===== config.mk =====
export PLATFORM = sky130hd
export DESIGN_NAME = result_readout
export DESIGN_NICKNAME = d
export VERILOG_FILES = /design/src/rtl/matrix_pkg.sv /design/src/rtl/cmd_sync_edge.sv /design/src/rtl/result_readout.sv
export SDC_FILE = /design/constraint.sdc
export NUM_CORES = 1
export LEC_CHECK = 0
export BUFFER_PORTS_ARGS = -buffer_cell sky130_fd_sc_hd__buf_2
export CORE_MARGIN = 1.5
export CORE_UTILIZATION = 30
export CTS_CLUSTER_DIAMETER = 60
export DETAILED_ROUTE_END_ITERATION = 8
export PLACE_DENSITY = 0.46
export SYNTH_ARGS = -nofsm -noshare
export SYNTH_HDL_FRONTEND = slang
export SYNTH_SLANG_ARGS = --single-unit
export TNS_END_PERCENT = 1

===== constraint.sdc =====
create_clock -name clk -period 3.45 [get_ports clk]
set_input_delay 0 -clock clk [delete_from_list [all_inputs] [get_ports clk]]
set_output_delay 0 -clock clk [all_outputs]
set_load 0.02 [all_outputs]

===== src/rtl/matrix_pkg.sv =====
// Shared types, opcodes and helpers for the matrix accelerator's SPI-facing blocks.
package matrix_pkg;

    localparam int MAT_WORD_SIZE = 16;
    localparam int MAT_ACC_SIZE  = 32;
    localparam int MAT_DEPTH     = 64;

    // Host command opcodes carried in the top nibble of an SPI word
    localparam logic [3:0] OP_NOP          = 4'h0;
    localparam logic [3:0] OP_LOAD_WEIGHTS = 4'h1;
    localparam logic [3:0] OP_LOAD_INPUTS  = 4'h2;
    localparam logic [3:0] OP_START        = 4'h3;
    localparam logic [3:0] OP_STATUS       = 4'h4;
    localparam logic [3:0] OP_CLEAR        = 4'h5;
    localparam logic [3:0] OP_READ_RESULT  = 4'h6;

    typedef enum logic [1:0] {
        IDLE,
        CAPTURE,
        HOLD,
        SEND
    } state_e;

    localparam logic signed [MAT_ACC_SIZE-1:0] SAT_MAX =
        MAT_ACC_SIZE'((64'sd1 <<< (MAT_WORD_SIZE - 1)) - 64'sd1);
    localparam logic signed [MAT_ACC_SIZE-1:0] SAT_MIN =
        MAT_ACC_SIZE'(-(64'sd1 <<< (MAT_WORD_SIZE - 1)));

    // Clamp a signed accumulator to the signed SPI word range
    function automatic logic [MAT_WORD_SIZE-1:0] sat_word(input logic signed [MAT_ACC_SIZE-1:0] acc);
        if (acc > SAT_MAX) begin
            sat_word = {1'b0, {(MAT_WORD_SIZE - 1){1'b1}}};
        end else if (acc < SAT_MIN) begin
            sat_word = {1'b1, {(MAT_WORD_SIZE - 1){1'b0}}};
        end else begin
            sat_word = acc[MAT_WORD_SIZE-1:0];
        end
    endfunction

endpackage


===== src/rtl/cmd_sync_edge.sv =====
// Two-flop synchronizer for an asynchronous strobe followed by a one-cycle
// rising-edge pulse in the clk domain.
module cmd_sync_edge (
    input  logic clk,
    input  logic rst_n,
    input  logic sig,
    output logic rise
);

    logic [2:0] sync;

    always_ff @(posedge clk or negedge rst_n) begin
        if (!rst_n) begin
            sync <= '0;
        end else begin
            sync <= {sync[1:0], sig};
        end
    end

    assign rise = sync[1] & ~sync[2];

endmodule


===== src/rtl/result_readout.sv =====
// Captures saturated array results during the READ phase and streams them
// back to the SPI transmit side on a READ_RESULT command.
module result_readout
    import matrix_pkg::*;
#(
    parameter int         WORD_SIZE   = MAT_WORD_SIZE,
    parameter int         ACC_SIZE    = MAT_ACC_SIZE,
    parameter int         DEPTH       = MAT_DEPTH,
    parameter logic [3:0] READ_RESULT = OP_READ_RESULT
) (
    input  logic                 clk,
    input  logic                 rst_n,
    input  logic                 read,
    input  logic [ACC_SIZE-1:0]  res_data,
    input  logic                 cmd_valid,
    input  logic [WORD_SIZE-1:0] cmd_data,
    output logic                 tx_valid,
    output logic [WORD_SIZE-1:0] tx_data,
    input  logic                 tx_ready,
    output logic                 result_avail,
    output logic                 overflow
);

    localparam int IDX_W = $clog2(DEPTH);
    localparam int PTR_W = IDX_W + 1;
    localparam logic [PTR_W-1:0] FULL = PTR_W'(DEPTH);

    state_e state, state_next;

    logic [WORD_SIZE-1:0] mem [DEPTH];
    logic [PTR_W-1:0]     wr_ptr, rd_ptr, count;
    logic [IDX_W-1:0]     wr_idx, rd_idx_next;
    logic [WORD_SIZE-1:0] wr_word;

    logic cmd_rise, read_cmd, accept, last_word;
    logic wr_en, restart, wr_drop, load_first, close_set, late_read;
    logic cmd_unused;

    cmd_sync_edge u_cmd_sync (
        .clk  (clk),
        .rst_n(rst_n),
        .sig  (cmd_valid),
        .rise (cmd_rise)
    );

    assign cmd_unused  = ^cmd_data[WORD_SIZE-5:0];
    assign read_cmd    = cmd_rise && (cmd_data[WORD_SIZE-1 -: 4] == READ_RESULT);
    assign accept      = tx_valid && tx_ready;
    assign last_word   = (rd_ptr == count - PTR_W'(1));
    assign wr_word     = sat_word(res_data);
    assign wr_idx      = restart ? '0 : wr_ptr[IDX_W-1:0];
    assign wr_drop     = wr_en && !restart && (wr_ptr == FULL);
    assign rd_idx_next = rd_ptr[IDX_W-1:0] + IDX_W'(1);

    always_ff @(posedge clk or negedge rst_n) begin
        if (!rst_n) begin
            state <= IDLE;
        end else begin
            state <= state_next;
        end
    end

    // A fresh READ phase in HOLD wins over a simultaneous READ_RESULT edge
    always_comb begin
        state_next = state;
        case (state)
            IDLE:    if (read) state_next = CAPTURE;
            CAPTURE: if (!read) state_next = HOLD;
            HOLD: begin
                if (read) begin
                    state_next = CAPTURE;
                end else if (read_cmd) begin
                    state_next = SEND;
                end
            end
            SEND:    if (accept && last_word) state_next = IDLE;
            default: state_next = IDLE;
        endcase
    end

    always_comb begin
        tx_valid   = 1'b0;
        wr_en      = 1'b0;
        restart    = 1'b0;
        load_first = 1'b0;
        close_set  = 1'b0;
        late_read  = 1'b0;
        case (state)
            IDLE: begin
                wr_en   = read;
                restart = read;
            end
            CAPTURE: begin
                wr_en     = read;
                close_set = !read;
            end
            HOLD: begin
                wr_en      = read;
                restart    = read;
                load_first = !read && read_cmd;
            end
            SEND: begin
                tx_valid  = 1'b1;
                late_read = read;
            end
            default: ;
        endcase
    end

    // Buffer contents survive reset; only the pointers describe validity
    always_ff @(posedge clk) begin
        if (wr_en && !wr_drop) begin
            mem[wr_idx] <= wr_word;
        end
    end

    always_ff @(posedge clk or negedge rst_n) begin
        if (!rst_n) begin
            wr_ptr       <= '0;
            rd_ptr       <= '0;
            count        <= '0;
            tx_data      <= '0;
            result_avail <= 1'b0;
            overflow     <= 1'b0;
        end else begin
            if (restart) begin
                wr_ptr <= PTR_W'(1);
            end else if (wr_en && !wr_drop) begin
                wr_ptr <= wr_ptr + PTR_W'(1);
            end

            if (state == IDLE && read) begin
                overflow <= 1'b0;
            end else if (wr_drop || late_read) begin
                overflow <= 1'b1;
            end

            if (close_set) begin
                count        <= wr_ptr;
                result_avail <= 1'b1;
            end else if (restart || (accept && last_word)) begin
                result_avail <= 1'b0;
            end

            if (load_first) begin
                rd_ptr  <= '0;
                tx_data <= mem[IDX_W'(0)];
            end else if (accept && !last_word) begin
                rd_ptr  <= rd_ptr + PTR_W'(1);
                tx_data <= mem[rd_idx_next];
            end
        end
    end

endmodule


Word level (Yosys, flattened, before mapping)

Memory sizes are Yosys's and may differ from the RTL's.
Index checks and enable logic that the tools add are counted.

Register bits: 44
Memory bits (writable): 1,024
Input bits: 53
Output and inout port bits: 19
Logic and storage cells: 77
Memories kept: 1

Memories:

| memory | depth | bits a word | rd ports | clocked after memory_dff | write ports | line                 | RTL |
|---|---|---|---|---|---|---|---|
| mem    | 64    | 16          | 2        | 0                        | 1           | result_readout.sv:30 | `logic [WORD_SIZE-1:0] mem [DEPTH];` |

Add/subtract/negate cells: 4
Magnitude comparators: 2
Eq/ne operators: 10
Mux-type cells: 27
Bitwise gates (word level): 2
Reduce and logical (&&, ||, !) cells: 23

Operator list:

| operator                                                                           | count |
|---|---|
| 16-bit two-way mux                                                                 | 4 |
| 32-bit by 16-bit greater-than comparator with 1-bit output (second input constant) | 1 |
| 32-bit by 16-bit < comparator with 1-bit output (second input constant)            | 1 |
| 7-bit two-way mux                                                                  | 4 |
| 7-bit by 1-bit adder with 7-bit output (second input constant)                     | 2 |
| 1-bit two-way mux                                                                  | 12 |
| 2-bit two-way mux                                                                  | 5 |
| 1-bit logical AND                                                                  | 9 |
| 2-bit case mux with 4 select lines                                                 | 1 |
| 2-bit nonzero test                                                                 | 4 |
| 7-bit == test                                                                      | 1 |
| 7-bit == test (second input constant)                                              | 1 |
| 7-bit by 1-bit subtractor with 7-bit output (second input constant)                | 1 |
| 6-bit by 1-bit adder with 6-bit output (second input constant)                     | 1 |
| 6-bit two-way mux                                                                  | 1 |
| 2-bit inequality test (second input constant)                                      | 3 |
| 2-bit == test (second input constant)                                              | 2 |
| 4-bit by 3-bit == test with 1-bit output (second input constant)                   | 1 |
| 1-bit logical NOT                                                                  | 4 |
| 4-bit AND reduction                                                                | 1 |
| 3-bit inequality test (second input constant)                                      | 1 |
| 3-bit OR reduction                                                                 | 1 |
| 2-bit by 1-bit == test with 1-bit output (second input constant)                   | 1 |
| 2-bit logical NOT                                                                  | 1 |
| other kinds (4)                                                                    | 5 |

Longest topological paths before layout

Gate-level depths: netlist (run 1).

Depth after elaboration: 10
Depth in mapped cells: 12
Mapped depth without buffers: 9

Cells and area by module

A second synthesis (run 1) with hierarchy kept.

Cells, all modules: 2,087
Area total of the unflattened synthesis: 41,791.3 sq um

Modules (own cells, without submodules):

| module         | times used | cells each | area an instance (sq um) | seq. area each (sq um) |
|---|---|---|---|---|
| result_readout | 1          | 2,083      | 41,702.5                 | 31,775.5 |
| cmd_sync_edge  | 1          | 4          | 88.8                     | 75.1 |

Worst setup path before layout (run 1)

Ideal clock, no wire load.

Path type: flip-flop to flip-flop
Start: reg wr_ptr[0]
End: mem mem[56][0] (netlist bit), enable pin
Library setup time: 389 ps
Arrival time: 2,502 ps
Required time: 3,061 ps
Setup slack: 560 ps
Stages on the path, launching flop included: 8
Buffers on the path: 1
Period minus slack after synthesis: 2,890 ps
Path through: dfrtp_1 > clkbuf_1 > inv_1 > ha_1 > a41o_1 > a21boi_1 > o21ai_1 > nor2_1

Longest elaborated chain between the ends: 6
Elaborated cells on any way between the ends: 7
Those cells by class: 1 x eq/ne; 3 x mux; 3 x reduce/logical

Ends and longest elaborated chain:

| item                                    | line                  | RTL |
|---|---|---|
| from (decl)                             | result_readout.sv:31  | `logic [PTR_W-1:0] wr_ptr, rd_ptr, count;` |
| from (signal assigned)                  | result_readout.sv:129 | `wr_ptr <= wr_ptr + PTR_W'(1);` |
| 7-bit == test                           | result_readout.sv:52  | `assign wr_drop = wr_en && !restart && (wr_ptr == FULL);` |
| 1-bit logical AND                       | result_readout.sv:52  |  |
| 1-bit logical NOT                       | result_readout.sv:112 | `if (wr_en && !wr_drop) begin` |
| 1-bit logical AND                       | result_readout.sv:112 |  |
| 1-bit two-way mux                       | result_readout.sv:112 |  |
| 1-bit two-way mux (not written as such) | result_readout.sv:113 | `mem[wr_idx] <= wr_word;` |
| to (decl)                               | result_readout.sv:30  |  |

Parallel ways exist; a longest one is shown, timed or not.

Final worst setup path (run 1)

Start: reg rd_ptr[1]
End: reg tx_data[3]

Longest elaborated chain between the ends: 4
Elaborated cells on any way between the ends: 8
Those cells by class: 1 x add/sub; 1 x eq/ne; 2 x mux; 3 x reduce/logical; 1 x memory

Ends and longest elaborated chain:

| item                                                                           | line                                       | RTL |
|---|---|---|
| from (decl)                                                                    | result_readout.sv:31                       |  |
| from (signal assigned)                                                         | result_readout.sv:149                      | `rd_ptr <= rd_ptr + PTR_W'(1);` |
| 6-bit by 1-bit adder with 6-bit output / 7-bit == test (equally long branches) | result_readout.sv:53, result_readout.sv:49 |  |
| memory read 64 x 16 bit / 1-bit logical NOT (equally long branches)            | --                                         |  |
| 16-bit two-way mux / 1-bit logical AND (equally long branches)                 | result_readout.sv:148                      | `end else if (accept && !last_word) begin` |
| 16-bit two-way mux / 2-bit nonzero test (equally long branches)                | --                                         |  |
| to (signal assigned)                                                           | result_readout.sv:147                      | `tx_data <= mem[IDX_W'(0)];` |
| to (signal assigned)                                                           | result_readout.sv:150                      | `tx_data <= mem[rd_idx_next];` |
| to (decl)                                                                      | result_readout.sv:18                       | `output logic [WORD_SIZE-1:0] tx_data,` |

Parallel ways exist; a longest one is shown, timed or not. The select of a mux whose other input is x is not followed.
A chain may end at the register's enable or synchronous reset.

==> metrics.txt, run 1 <==
Sinks on Clock Net 1068; cell family with most CP delay compound AO/OA/AOI/OAI gates; design area 49500 sq um; Startpoint Class flop; largest area contributor in the netlist edfxtp_1; I/O Buffers 59; worst-skew pair later-pin latency 0.70 ns; Synth warnings 0; postcts setup bufs 0; initial antenna violation count 3; Iteration-0 DRC Markers 1685; CP max stage delay 0.51 ns; worst slew pin tran 1.19 ns; WS Path Type reg2reg; DR pass1 iterations 5; Syn Area/Cell 19.8 sq um; final setup fails 0; Crit path buffers/inverters 2; CP endpoint kind flop; R2R setup slack 0.30 ns; Via-to-Cell Ratio 4.88; Nets 2412; first-pass GRT wire length 158000 um; final hold vios 0; crit path max fanout 34; Post-synth top cells edfxtp_1, mux4_2, nand2_1; DRC viols 0; Cell Area, Synth 42000 sq um; GPL Wtd Cong 0.800; share of cells above drive strength 1 0.276; Final Core Density 0.356; CTS tree yes; Hold/Removal Path Class in2reg; Die Y-Extent 377 um; power share of the clock group 0.290; vias in the first global route 22600; Power Density 827 nW/um^2; H-tree depth 3; Logic pwr share 0.345; WL/cell 25.0 um; Mapped Nets 2175; Tmin final 3.15 ns; sequential share of power 0.364; number of synthesized flops with an enable pin 1024; Arrival @ worst endpoint 3.74 ns; clk buf depth 3; fin cells 4329; Placed Cells 4093; Num CTS Buffers 116; I/O pin total 72; via count 21100; Max Transition Viols Final 0; Async SR Flop Fraction 0.0412; post-route ant nets 0; grt total ovfl 0; Hold Slack 0.0477 ns; sw power 13.3 mW; root buf cell clkbuf_16; #FFs+latches synth 1068; Final Routed Wirelength 108000 um; RSZ-0062 raised after global routing false; Die ar. 142000 sq um; Pleak 15.8 nW; Area contributors post-synth edfxtp_1, mux4_2, dfrtp_1, nand2_1, mux2i_1; Die Span X 377 um; Synth cell types 64; CP Data Required Time 4.04 ns; most common cell in the netlist edfxtp_1; fin crit share 0.914; DP HPWL 66800 um; Setup TNS Final 0 ns; core footprint 139000 sq um; Max-Cap Viols 0; FMAX 0.317 GHz; CP Cell Sequence ha_4, nand3_1, xnor2_2, buf_12, mux2i_1, a32oi_1, a31oi_1, buf_4, nor3_1, a221o_1; Row Count 137; internal power 27.6 mW; area delta synth->final 17.9%; relative slew slack 0.196; Syn Inst Count 2118; Tot GR Track Use 0.152; VDD IR max 0.664 mV; initial core utilization 0.302; outcome complete, no violations; Worst path slowest cell dfrtp_1; placed cell areas 45700 sq um; Reg clk slew, reported paths 0.06 ns; Synth Flop Type edfxtp_1; largest net degree at the start of global routing 66; top-area cell type share of the netlist area 0.732; clk_skew 0.0344 ns; switching share of power 0.326; sequential area share after synthesis 0.758
registers in the layout, indices dropped and copies added (netlist names):
name / cells
wr_ptr: 7
result_avail: 1
mem: 1024
state: 2
tx_data: 16
count: 7
u_cmd_sync.sync: 3
overflow: 1
rd_ptr: 7
tightest hold or removal path, cell delays in order:
cell and delay, ns:
buf_2 0.07, nor2b_1 0.12, and4_1 0.36, nor2_1 0.14
through the flow:
step / power (mW) / setup slack (ns)
floorplan: 24.5 / 0.560
global placement: 29.7 / 0.241
detailed placement: 29.7 / 0.225
CTS: 41.8 / 0.217
global route: 42.9 / 0.140
finish: 41.0 / 0.295
power groups by stage:
stage / clock, mW / combinational [mW] / sequential (mW)
floorplan: 0 / 9.40 / 15.1
global placement: 0 / 14.5 / 15.2
detailed placement: 0 / 14.6 / 15.2
CTS: 12.2 / 14.6 / 14.9
global route: 12.7 / 15.3 / 14.9
finish: 11.9 / 14.1 / 14.9
cells in the final DEF (no fill, tap or decap), types with 5 or more instances in the layout:
cell,Yosys,routed
clkinv_1,0,22
nor3_1,14,14
or3_1,5,5
nand2_1,203,203
nor2_1,86,86
edfxtp_1,1024,1024
a31oi_1,33,33
a221o_1,13,13
a41oi_1,6,6
a2111oi_0,10,10
and2_1,5,5
nor3b_1,5,5
clkbuf_1,52,31
mux2i_1,38,38
clkinvlp_4,0,5
dlygate4sd3_1,1,19
nor2b_1,15,15
o21a_2,0,15
inv_1,10,10
nand4_1,17,17
xnor2_1,20,17
clkinv_4,0,5
buf_4,8,139
a211oi_1,5,5
buf_12,1,24
nor3_2,5,5
nand3_1,63,63
a32oi_1,25,25
buf_2,40,59
a21oi_1,14,14
dfrtp_1,44,43
clkbuf_16,0,120
bufinv_16,0,6
clkinv_2,0,17
nor4_1,8,8
mux4_2,252,252
o21ai_0,10,7
mux2_2,5,5
worst paths after layout:
check / cells after the start / startpoint / end
worst max-delay path: 10 / rd_ptr[1]$_DFFE_PN0P_ / tx_data[3]$_DFFE_PN0P_
worst min-delay path: 4 / cmd_data[15] / rd_ptr[5]$_DFFE_PN0P_
worst max register to register: 10 / rd_ptr[1]$_DFFE_PN0P_ / tx_data[3]$_DFFE_PN0P_
worst min register to register: 0 / u_cmd_sync.sync[0]$_DFF_PN0_ / u_cmd_sync.sync[1]$_DFF_PN0_
max in group asynchronous: 4 / rst_n / wr_ptr[5]$_DFFE_PN0P_
min in group asynchronous: 4 / rst_n / u_cmd_sync.sync[2]$_DFF_PN0_
metal layers:
| layer | vias up | part of all wire | track usage |
|---|---|---|---|
| met4 | 0 | 0.025 | 0.0485 |
| met3 | 146 | 0.038 | 0.0203 |
| met1 | 11400 | 0.42 | 0.198 |
| met5 | - | 0 | 0 |
| met2 | 420 | 0.51 | 0.264 |
| li1 | 9171 | - | - |
cell families (layout without fill, tap and decap cells):
| kind of cell | count (synthesis) | after routing | synth area share |
|---|---|---|---|
| compound gates | 151 | 151 | 0.0271 |
| other cells | 0 | 2 | 0 |
| fa+ha+maj | 4 | 4 | 0.00119 |
| xor+xnor | 25 | 25 | 0.00539 |
| flops | 1068 | 1068 | 0.758 |
| buf+inv | 132 | 465 | 0.0153 |
| mux | 295 | 295 | 0.145 |
| simple gates | 443 | 443 | 0.0477 |
area by class of cell:
| type | instances | area [sq um] |
|---|---|---|
| multi-input combinational | 918 | 9620 |
| fill | 13100 | 89700 |
| sequential | 1068 | 31900 |
| timing repair buffer | 241 | 2010 |
| tap | 1876 | 2350 |
| inverter | 10 | 37.5 |
| antenna | 2 | 5.00 |
| clock inverter | 59 | 485 |
| clock buffer | 155 | 3170 |
timing repair:
item                                   in CTS  in global routing
resized for setup                           0                  0
hold buffers                               20                  0
setup endpoints to repair                   0                  0
endpoints found under the hold margin     214                  0
No activity file was read; power rests on OpenSTA's default activity.
==> run 2: changes to the inputs <==
--- a/config.mk
+++ b/config.mk
@@ -10,6 +10,7 @@
 export CORE_UTILIZATION = 30
 export CTS_CLUSTER_DIAMETER = 60
 export DETAILED_ROUTE_END_ITERATION = 8
+export MAX_ROUTING_LAYER = met4
 export PLACE_DENSITY = 0.46
 export SYNTH_ARGS = -nofsm -noshare
 export SYNTH_HDL_FRONTEND = slang
==> run 2 against run 1 <==
  * Worst setup slack gained 0.0038 ns
  * Largest cell class unchanged
  * Wire length grew 0.17%
  * Via count grew 0.42%
  * Worst hold slack lost 0.0066 ns
  * Count of clock-buffer cells in the layout is the same
  * Critical path type unchanged
==> metrics.txt, run 2 (synthesis results as in run 1) <==
FF-to-FF End tx_data[7]$_DFFE_PN0P_; postcts setup bufs 0; Iteration-0 DRC Markers 1660; share of cells above drive strength 1 0.276; register area 31900 sq um; PnR Total Power 40.9 mW; relative slew slack 0.198; Via-to-Cell Ratio 4.90; commonest non-fill, non-tap cell in the layout edfxtp_1; VDD IR max 0.649 mV; post-route ant nets 0; Power Density 827 nW/um^2; Worst path slowest cell dfrtp_1; RSZ-0062 raised after global routing false; CP Cell Sequence ha_4, nand3_1, xnor2_2, buf_12, mux2i_1, a32oi_1, a31oi_1, buf_4, nor3_1, a221o_1; clk buf depth 3; Hold Crit Start cmd_data[15]; initial core utilization 0.302; Worst R2R Start rd_ptr[1]$_DFFE_PN0P_; setup ws final 0.299 ns; WS Path Type reg2reg; clk_skew 0.0308 ns; met2 WL 55800 um; Placed Cells 4093; Max Transition Viols Final 0; worst-skew pair later-pin latency 0.70 ns; uppermost layer routed met4; CTS tree yes; outcome complete, no violations; reg2reg path depth 10; cell family with most CP delay compound AO/OA/AOI/OAI gates; Max-Cap Viols 0; FILL cells 13100; Hold Slack 0.0410 ns; Arrival @ worst endpoint 3.74 ns; Num CTS Buffers 116; I/O Buffers 59; Nets 2412; grt total ovfl 0; root buf cell clkbuf_16; Hold Crit Depth 4; Setup TNS Final 0 ns; FMAX 0.317 GHz; CP endpoint kind flop; CTS resizes 0; Regs by FF count mem: 1024 flops, tx_data: 16 flops; # hold bufs at CTS 20; Hold/Removal Path Class in2reg; worst slew pin tran 1.19 ns; DRC viols 0; crit path from rd_ptr[1]$_DFFE_PN0P_; WL/cell 25.0 um; fin cells 4328; Die Y-Extent 377 um; most frequent cells in the layout edfxtp_1, mux4_2, nand2_1; core footprint 139000 sq um; initial antenna violation count 4; Largest Register mem; routed wl met3 4030 um; GPL Wtd Cong 0.811; area delta synth->final 17.9%; DR pass1 iterations 5; Tot GR Track Use 0.157; Row Count 137; I/O pin total 72; CP Data Required Time 4.04 ns; Crit path buffers/inverters 2; Worst Hold End rd_ptr[5]$_DFFE_PN0P_; largest net degree at the start of global routing 66; via count 21200; fin crit share 0.913; final setup fails 0; max reg flops 1024; first-pass GRT wire length 158000 um; final hold vios 0; vias in the first global route 22500; WL met1 45900 um; DP HPWL 66800 um; Pleak 15.8 nW; Sinks on Clock Net 1068; Reg clk slew, reported paths 0.06 ns; H-tree depth 3; Startpoint Class flop; Die ar. 142000 sq um; R2R setup slack 0.30 ns; crit path max fanout 34; worst slack, placed 0.225 ns; Tmin final 3.15 ns; multi-input logic area 9620 sq um; CP max stage delay 0.51 ns; Final Routed Wirelength 108000 um; Die Span X 377 um
## run 2: cell types whose count changed in the layout (fill, tap and decap cells not counted)
cell     change
diode_2      -1
## run 2: worst max-delay path by stage
stage,end,slack (ns),cells past startpoint
2_1_floorplan,mem[56][0]$_DFFE_PP_,0.56,7
3_3_place_gp,tx_data[3]$_DFFE_PN0P_,0.24,10
3_5_place_dp,tx_data[3]$_DFFE_PN0P_,0.22,10
4_1_cts,tx_data[3]$_DFFE_PN0P_,0.22,10
5_1_grt,tx_data[3]$_DFFE_PN0P_,0.14,10
6_report,tx_data[7]$_DFFE_PN0P_,0.30,10
## run 2: per-stage QoR
step / util / area (sq um)
floorplan: - / 42000
detailed placement: 0.328 / 45700
finish: 0.356 / 49500
CTS: 0.356 / 49500
global route: 0.356 / 49500
global placement: 0.328 / 45700
## run 2: area by class of cell
type / count / area share
Inverter: 10 / 0.000758
Multi-Input combinational cell: 918 / 0.194
Tap cell: 1876 / 0.0474
Clock inverter: 59 / 0.00980
Sequential cell: 1068 / 0.643
Timing Repair Buffer: 241 / 0.0406
Clock buffer: 155 / 0.0641
Antenna cell: 1 / 0.0000505
## run 2: where the power goes
| part | total, mW | internal, mW | switching [mW] |
|---|---|---|---|
| sequential | 14.9 | 14.6 | 0.339 |
| combinational | 14.1 | 6.15 | 7.99 |
| clock | 11.9 | 6.88 | 5.01 |
## run 2: metal layers
| layer | up-vias | track usage |
|---|---|---|
| li1 | 9164 | - |
| met4 | 0 | 0.0482 |
| met3 | 148 | 0.0203 |
| met5 | - | - |
| met1 | 11500 | 0.198 |
| met2 | 453 | 0.265 |
## run 2: tightest hold or removal path, delay by kind of cell
| kind | cells | cell delay [ns] |
|---|---|---|
| simple gates | 3 | 0.62 |
| buf+inv | 1 | 0.07 |
==> run 3: changes to the inputs <==
--- a/config.mk
+++ b/config.mk
@@ -14,5 +14,6 @@
 export PLACE_DENSITY = 0.46
 export SYNTH_ARGS = -nofsm -noshare
 export SYNTH_HDL_FRONTEND = slang
+export SYNTH_HIERARCHICAL = 1
 export SYNTH_SLANG_ARGS = --single-unit
 export TNS_END_PERCENT = 1
==> constraint.sdc (replaced) <==
create_clock -name clk -period 3.45 [get_ports clk]
set_input_delay 0.69 -clock clk [delete_from_list [all_inputs] [get_ports clk]]
set_output_delay 0.69 -clock clk [all_outputs]
set_load 0.02 [all_outputs]
==> run 3 against run 2 <==
  * Total power up 2.2%
  * Area after synthesis is 0.55% lower
  * Synthesized cell count decreased by 1.5%
  * Critical path type unchanged
  * Clock skew grew 0.0044 ns
  * Critical path depth is 1 lower
  * Combinational power is 5% higher
  * Global-route usage grew 0.38 points
==> metrics.txt, run 3 <==
Max-Cap Viols 0; area delta synth->final 17.9%; CTS tree yes; DRC viols 0; worst slew pin tran 1.05 ns; Die Span X 376 um; commonest non-fill, non-tap cell in the layout edfxtp_1; Crit path buffers/inverters 2; CTS resizes 0; Mapped Nets 2144; top-area cell type share of the netlist area 0.736; sequential area share after synthesis 0.762; Regs by FF count mem: 1024 flops, tx_data: 16 flops; Sinks on Clock Net 1068; Area contributors post-synth edfxtp_1, mux4_2, dfrtp_1, nand2_1, nand3_1; Pleak 15.9 nW; Iteration-0 DRC Markers 1829; core footprint 138000 sq um; Final Routed Wirelength 111000 um; worst slack, placed 0.195 ns; Hold/Removal Path Class in2async; max reg flops 1024; most frequent cells in the layout edfxtp_1, mux4_2, nand2_1; Tmin final 3.32 ns; Max Transition Viols Final 0; CP Cell Sequence inv_1, ha_1, a41o_1, a21boi_1, nand2_1, nor3_1, nand2_1, nor2_1, buf_4; Largest Register mem; share of cells above drive strength 1 0.298; Syn Inst Count 2087; Reg clk slew, reported paths 0.06 ns; cell family with most CP delay simple AND/OR/NAND/NOR gates; initial core utilization 0.303; worst-skew pair later-pin latency 0.70 ns; most common cell in the netlist edfxtp_1; Die Y-Extent 376 um; Post-synth top cells edfxtp_1, mux4_2, nand2_1; DR pass1 iterations 5; vias in the first global route 21900; Nets 2384; number of synthesized flops with an enable pin 1024; CP endpoint kind flop; Syn Area/Cell 20.0 sq um; clk buf depth 3; CP Data Required Time 3.79 ns; Worst path slowest cell dfrtp_1; largest area contributor in the netlist edfxtp_1; FMAX 0.301 GHz; # hold bufs at CTS 0; post-route ant nets 0; grt total ovfl 0; relative slew slack 0.302; clk_skew 0.0352 ns; VDD IR max 0.509 mV; GPL Wtd Cong 0.849; root buf cell clkbuf_16; Num CTS Buffers 116; Arrival @ worst endpoint 3.67 ns; H-tree depth 3; I/O pin total 72; Row Count 136; final setup fails 0; Setup TNS Final 0 ns; WL/cell 26.2 um; Via-to-Cell Ratio 4.99; Synth warnings 6; crit path max fanout 16; Startpoint Class flop; postcts setup bufs 0; fin crit share 0.963; Die ar. 142000 sq um; WS Path Type reg2reg; FILL cells 12800; first-pass GRT wire length 159000 um; Tot GR Track Use 0.161; fin cells 4215; PnR Total Power 41.8 mW; DP HPWL 66700 um; Cell Area, Synth 41800 sq um; Synth Flop Type edfxtp_1; R2R setup slack 0.13 ns; largest net degree at the start of global routing 65; RSZ-0062 raised after global routing false; Placed Cells 4003; Async SR Flop Fraction 0.0412; via count 21000; initial antenna violation count 4; #FFs+latches synth 1068; I/O Buffers 59; final hold vios 0; Power Density 849 nW/um^2; CP dominant cell by count nand2_1; setup ws final 0.126 ns; outcome complete, no violations; Synth cell types 59; CP max stage delay 0.52 ns
run 3: final timing paths:
check / start / end / depth (start not counted)
hold / removal: rst_n / u_cmd_sync/sync[1]$_DFF_PN0_ / 1
setup / recovery: wr_ptr[0]$_DFFE_PN0P_ / mem[60][7]$_DFFE_PP_ / 9
max in group asynchronous: rst_n / wr_ptr[4]$_DFFE_PN0P_ / 2
hold reg to reg: u_cmd_sync/sync[0]$_DFF_PN0_ / u_cmd_sync/sync[1]$_DFF_PN0_ / 0
setup reg to reg: wr_ptr[0]$_DFFE_PN0P_ / mem[60][7]$_DFFE_PP_ / 9
min in group clk: cmd_valid / u_cmd_sync/sync[0]$_DFF_PN0_ / 1
run 3: kinds of logic after synthesis:
kind of cell    Yosys count  share of synthesized area
flops                  1068                      0.762
simple gates            425                     0.0466
mux                     269                      0.141
compound gates          168                     0.0282
buf+inv                 133                     0.0157
xor+xnor                 20                    0.00488
fa+ha+maj                 4                    0.00120
run 3: metal layers:
| layer | track usage | part of all wire | up-vias |
|---|---|---|---|
| met3 | 0.0204 | 0.045 | 148 |
| met4 | 0.0437 | 0.022 | 0 |
| li1 | - | - | 9067 |
| met1 | 0.225 | 0.46 | 11300 |
| met5 | - | 0 | - |
| met2 | 0.249 | 0.47 | 531 |
run 3: power by group:
part	total [mW]	switching (mW)	internal (mW)
sequential	15.0	0.348	14.6
combinational	14.8	8.33	6.48
clock	12.1	4.98	7.08
total	41.8	13.7	28.2
run 3: layout make-up:
type                    count  area, sq um  share of cell area
flip-flops and latches   1068        31900               0.646
clock inverters            59          581              0.0118
diodes                      2         5.00            0.000102
clock buffers             151         3120              0.0632
well taps                1794         2240              0.0455
repair buffers            245         2070              0.0419
multi-input cells         886         9380               0.190
inverters                  10         37.5            0.000762
run 3: stage by stage:
step                      hold slack, ns   util  area, sq um
after floorplan                    0.331      -        41800
after global placement             0.343  0.331        45600
after detailed placement           0.335  0.331        45600
after CTS                         0.0375  0.358        49300
after global routing              0.0815  0.358        49300
final                             0.0476  0.358        49300
